### config.mk
export PLATFORM = sky130hd
export DESIGN_NAME = serial_nibble_adder
export DESIGN_NICKNAME = d
export VERILOG_FILES = /design/src/rtl/serial_nibble_adder.sv
export SDC_FILE = /design/constraint.sdc
export NUM_CORES = 1
export LEC_CHECK = 0
export BUFFER_PORTS_ARGS = -buffer_cell sky130_fd_sc_hd__buf_2
export CORE_UTILIZATION = 54
export CTS_CLUSTER_DIAMETER = 60
export CTS_CLUSTER_SIZE = 8
export DETAILED_ROUTE_END_ITERATION = 16
export GPL_ROUTABILITY_DRIVEN = 0
export PLACE_DENSITY = 0.8
export SYNTH_ARGS = -nofsm -noshare
export SYNTH_HDL_FRONTEND = slang
export SYNTH_SLANG_ARGS = --single-unit
### constraint.sdc
create_clock -name clk -period 2.49 [get_ports clk]
set_input_delay 0.249 -clock clk [delete_from_list [all_inputs] [get_ports clk]]
set_output_delay 0.249 -clock clk [all_outputs]
set_load 0.01 [all_outputs]
### src/rtl/serial_nibble_adder.sv
// WIDTH-bit adder that reuses an external 4-bit combinational adder, one nibble per clock.
// Operands are latched on start; the result, carry and overflow update together when the last nibble completes.
module serial_nibble_adder #(
  parameter int WIDTH = 16
) (
  input  logic             clk,
  input  logic             rst,
  input  logic             start,
  input  logic [WIDTH-1:0] a,
  input  logic [WIDTH-1:0] b,
  input  logic             cin,
  output logic             busy,
  output logic             done,
  output logic [WIDTH-1:0] sum,
  output logic             cout,
  output logic             overflow,
  output logic [3:0]       adder_x,
  output logic [3:0]       adder_y,
  output logic             adder_cin,
  input  logic [3:0]       adder_sum,
  input  logic             adder_cout
);
  localparam int NIB = WIDTH / 4;
  localparam int IW  = (NIB > 1) ? $clog2(NIB) : 1;
  localparam logic [IW-1:0] LAST = IW'(NIB - 1);

  typedef enum logic [1:0] {IDLE, RUN, DONE} state_t;

  state_t           state_q;
  logic [IW-1:0]    idx_q;
  logic             carry_q;
  logic [WIDTH-1:0] a_q, b_q, work_q, work_d;
  logic [WIDTH-1:0] sum_q;
  logic             cout_q, ovf_q;
  logic [IW+1:0]    base;

  assign base = {idx_q, 2'b00};

  // The working register with the current nibble merged in; on the last nibble this is the full result.
  always_comb begin
    work_d = work_q;
    work_d[base +: 4] = adder_sum;
  end

  always_comb begin
    adder_x   = 4'h0;
    adder_y   = 4'h0;
    adder_cin = 1'b0;
    if (state_q == RUN) begin
      adder_x   = a_q[base +: 4];
      adder_y   = b_q[base +: 4];
      adder_cin = carry_q;
    end
  end

  always_ff @(posedge clk) begin
    if (rst) begin
      state_q <= IDLE;
      idx_q   <= '0;
      carry_q <= 1'b0;
      a_q     <= '0;
      b_q     <= '0;
      work_q  <= '0;
      sum_q   <= '0;
      cout_q  <= 1'b0;
      ovf_q   <= 1'b0;
    end else begin
      case (state_q)
        IDLE, DONE: begin
          if (start) begin
            a_q     <= a;
            b_q     <= b;
            carry_q <= cin;
            idx_q   <= '0;
            state_q <= RUN;
          end else begin
            state_q <= IDLE;
          end
        end
        RUN: begin
          work_q  <= work_d;
          carry_q <= adder_cout;
          idx_q   <= (idx_q == LAST) ? '0 : idx_q + IW'(1);
          if (idx_q == LAST) begin
            sum_q   <= work_d;
            cout_q  <= adder_cout;
            ovf_q   <= (a_q[WIDTH-1] == b_q[WIDTH-1]) && (adder_sum[3] != a_q[WIDTH-1]);
            state_q <= DONE;
          end
        end
        default: state_q <= IDLE;
      endcase
    end
  end

  assign busy     = (state_q == RUN);
  assign done     = (state_q == DONE);
  assign sum      = sum_q;
  assign cout     = cout_q;
  assign overflow = ovf_q;
endmodule

=== Yosys cells after proc, flatten, opt, wreduce, memory -nomap -nowiden ===
Cells that the tools add are included.

* Reductions and logical operators: 7
* Shift operators: 4
* Muxes and demuxes: 12
* Equal/unequal tests: 7
* $add $sub $neg: 2

{| class="wikitable"
|+ Operators by type and width
! operator !! count
|-
| $shiftx A16 B5 Y4 || 2
|-
| $bwmux W16 || 1
|-
| $shift A4 B6 Y16 const A || 1
|-
| $shiftx A4 B6 Y16 || 1
|-
| $mux W4 || 2
|-
| $pmux W2 S2 || 2
|-
| $mux W2 || 3
|-
| $neg A4 Y6 || 1
|-
| $reduce_and A2 Y1 || 3
|-
| $eq A2 B2 Y1 const B || 2
|-
| $mux W1 || 3
|-
| $add A2 B1 Y2 const B || 1
|-
| $eq A2 B1 Y1 const B || 1
|-
| $logic_not A2 Y1 || 1
|-
| $ne A2 B1 Y1 const B || 1
|-
| $ne A2 B2 Y1 const B || 1
|-
| $pmux W1 S2 || 1
|-
| $reduce_bool A2 Y1 || 1
|-
| $reduce_or A2 Y1 || 1
|-
| $eq A1 B1 Y1 || 1
|-
| $logic_and A1 B1 Y1 || 1
|-
| $ne A1 B1 Y1 || 1
|}

* Output and inout bits: 29
* Flip-flop bits (word level): 71

=== Logic depth before layout (Yosys ltp) ===
* Depth in word-level cells: 4
* Gate-level depth with buffers: 9
* Gate-level depth less buffers: 5

=== Least setup slack after synthesis ===
Ideal clock, no wire load.

* Path type: reg2reg
* Start: reg idx_q[1]
* End: reg sum_q[0], in the netlist sum[0]
* Arrival time: 1.817 ns
* Setup slack: 0.539 ns
* Cell stages (with the launch flop): 8
* Path through: dfxtp_1 > clkbuf_1 > inv_1 > ha_1 > and4bb_2 > buf_2 > a221oi_1 > nor3_1

* Longest elaborated chain between the ends: 3
* Elaborated cells on any way between the ends: 6
* Those cells by class: 1 x add/sub; 1 x eq/ne; 2 x shift; 1 x mux; 1 x reduce/logical

{| class="wikitable"
|+ RTL lines
! what !! line !! RTL
|-
| from (decl) || 30 || <nowiki>logic [IW-1:0] idx_q;</nowiki>
|-
| from (signal assigned) || 83 || <nowiki>idx_q <= (idx_q == LAST) ? '0 : idx_q + IW'(1);</nowiki>
|-
| $neg A4 Y6 || 42 || <nowiki>work_d[base +: 4] = adder_sum;</nowiki>
|-
| $shiftx A4 B6 Y16 or $shift A4 B6 Y16 (tied branches) || 42 ||
|-
| $bwmux W16 || 42 ||
|-
| to (signal assigned) || 85 || <nowiki>sum_q <= work_d;</nowiki>
|-
| to (decl) || 33 || <nowiki>logic [WIDTH-1:0] sum_q;</nowiki>
|}

Parallel ways exist; a longest one is shown, timed or not.
A chain may end at the register's enable or synchronous reset.

=== Final worst setup path ===
* Start: reg idx_q[0]
* End: out adder_y[0]

* Longest elaborated chain between the ends: 2

{| class="wikitable"
|+ RTL lines
! what !! line !! RTL
|-
| $shiftx A16 B5 Y4 || 51 || <nowiki>adder_y = b_q[base +: 4];</nowiki>
|-
| $mux W4 || 49 || <nowiki>if (state_q == RUN) begin</nowiki>
|-
| to (decl) || 18 || <nowiki>output logic [3:0] adder_y,</nowiki>
|}

No other way between the ends.

==> results.md <==
* P_leak at about 1.6 nW
* Die H at 78.5 um
* Yosys top cell area share at 0.450
* Core area at roughly 5600 um^2
* Tmin final at 2.12 ns
* Final core utilization at 0.671
* Main synth FF type: dfxtp_1
* Initial Util at 0.566
* Seq/Total Area, Yosys at 0.450
* Most frequent cells in the layout: dfxtp_1, nand2_1, buf_2, a21oi_1, nor2_1
* Flop2flop setup slack at about 0.59 ns
* Power density over cell area at about 640 nW/um^2
* Slew Viols, Final at 0
* Worst-margin pin slew at 0.651 ns
* Detail Placement HPWL at approximately 4700 um
* Clock transition at path regs at 0.08 ns
* Setup Fix Bufs, Post-CTS at 0
* Ys Warns at 0
* Fin Setup TNS at 0 ns
* Post-CTS Resized at 0
* Clock Tree Buf Depth at 2
* Routed vias at 2678
* Crit end category: output port
* Synthesized area at 3160 um^2
* Post-route ant nets at 0
* Reg2Reg Depth at 6
* TritonCTS buffer count at 9
* Final setup viols at 0
* Final count of hold timing violations at 0
* CP Data Arrival Time at about 1.9 ns
* Max Freq at 0.472 GHz
* Detailed Route WL at 6850 um
* Root Buffer: clkbuf_8
* Period utilization at 0.850
* GRT Resource Usage Total at 0.244
* Std cell rows at 27
* Clock Skews at 0.00487 ns
* Crit path max fanout at 20
* DRC Markers at 0
* Total die area at 6160 um^2
* Synth Register Bits at 71
* Max Cap Viol at 0
* Post-synth EDFFs at 0
* Share of cells above drive strength 1 at 0.258
* Post-synthesis cell count at 345
* Worst Path Required at 2.24 ns
* First-pass GRT wire length at 11500 um
* Final net count at around 460
* Top cells by area, synth: dfxtp_1, nand2_1, mux4_1, a21oi_1, nor2_1
* Max-slew headroom at 0.566
* Initial antenna violation count at 0
* Syn Area/Cell at ~9.2 um^2
* # diodes at 0
* I/O pin cnt at 70
* Fillcell total at 471
* Number of I/O port buffers at 69
* Register area at 1420 um^2
* Synth area leader: dfxtp_1
* Power Total at 0.00238 W
* Routed WL per cell at 14.1 um
* RSZ-0062 raised after global routing: no
* Setup Crit Path Kind: flop to output port
* # clock sinks at 71
* First-pass DRT Iterations at 4
* Multi-input gate area at 1570 um^2
* Area Overhead vs Synth at 18.5%
* Worst VDD drop at 0.380 mV
* Largest net degree at the start of global routing at 32
* H-tree levels at 3
* Iter 0 DRT Violations at 168
* Leading cell type in the layout, fill and taps excluded: dfxtp_1
* CTS tree: yes
* Vias in the first global route at 2514
* Syn nets at 392
* Fraction of registers with async set/reset at 0
* Hold path depth at 3
* Hold buffer count at CTS at 0
* DR vias/cell at between 5 and 6
* Run status: finished, final reports clean
* Grt total ovfl at 0
* Worst skew pair latency at 0.35 ns
* Startpoint Class: flop
* Die width at 78.5 um
* Hold Path Class: primary input to flop
* Library cells used by synthesis at 38
synthesized netlist by cell type (2+ instances only):
cell,n
nand3b_1,4
buf_1,4
buf_2,12
inv_1,5
clkbuf_1,6
and2_1,9
nor3_1,12
nand2_1,69
a221oi_1,12
clkbuf_2,2
ha_1,6
dfxtp_1,71
a32oi_1,8
mux4_1,8
nand3_1,6
nand2b_1,7
nor2b_1,3
nor2_1,30
a311oi_2,4
a21oi_1,38
a22o_1,7
and3b_1,6
power by group:
group	switching, W	internal (W)
Combinational	0.000151	0.000106
Clock	0.000438	0.000484
Sequential	0.0000220	0.00118
registers in the layout, summed over array words and instances, names as in the netlist, 2 cells and up:
register  flops
work_q       16
sum          16
b_q          16
idx_q         2
a_q          16
state_q       2
critical path, stage by stage (launching register included):
cell and delay (ns):
dfxtp_1 0.33, buf_4 0.28, mux4_1 0.58, and2_1 0.19
buf_2 0.14
metrics by stage:
stage / hold slack [ns] / setup WS (ns) / instances / instance area (um^2)
finish: 0.126 / 0.373 / 486 / 3740
CTS: 0.112 / 0.358 / 486 / 3740
floorplan: 0.382 / 0.539 / 345 / 3160
detailed placement: 0.442 / 0.611 / 471 / 3540
global placement: 0.440 / 0.696 / 471 / 3540
global route: 0.123 / 0.283 / 486 / 3740
worst paths after layout:
path / from / to
min: b[2] / b_q[2]
max: idx_q[0] / adder_y[0]
min reg2reg: a_q[1] / a_q[1]
max reg2reg: idx_q[0] / sum[5]
layer usage:
metal | track usage | routed length, um | vias to the layer above | share of wire
li1 | - | - | 1347 | -
met1 | 0.306 | 3210 | 1253 | 0.47
met2 | 0.383 | 3130 | 66 | 0.46
met3 | 0.0651 | 394 | 12 | 0.057
met4 | 0.126 | 121 | 0 | 0.018
met5 | 0 | 0 | - | 0
cell type report:
cell class / count / area share
clock buffers: 10 / 0.0368
multi-input cells: 241 / 0.421
inverters: 6 / 0.00602
clock inverters: 5 / 0.0157
flip-flops and latches: 71 / 0.380
well taps: 72 / 0.0241
repair buffers: 81 / 0.116
logic make-up (layout without fill, tap and decap cells):
kind of cell	Yosys count	count (layout)	share of synthesized area
mux	8	8	0.0666
compound gates	74	74	0.165
buf+inv	33	102	0.0519
flops	71	71	0.450
simple gates	153	153	0.242
fa+ha+maj	6	6	0.0238
Power figures use the tool's default switching activity.
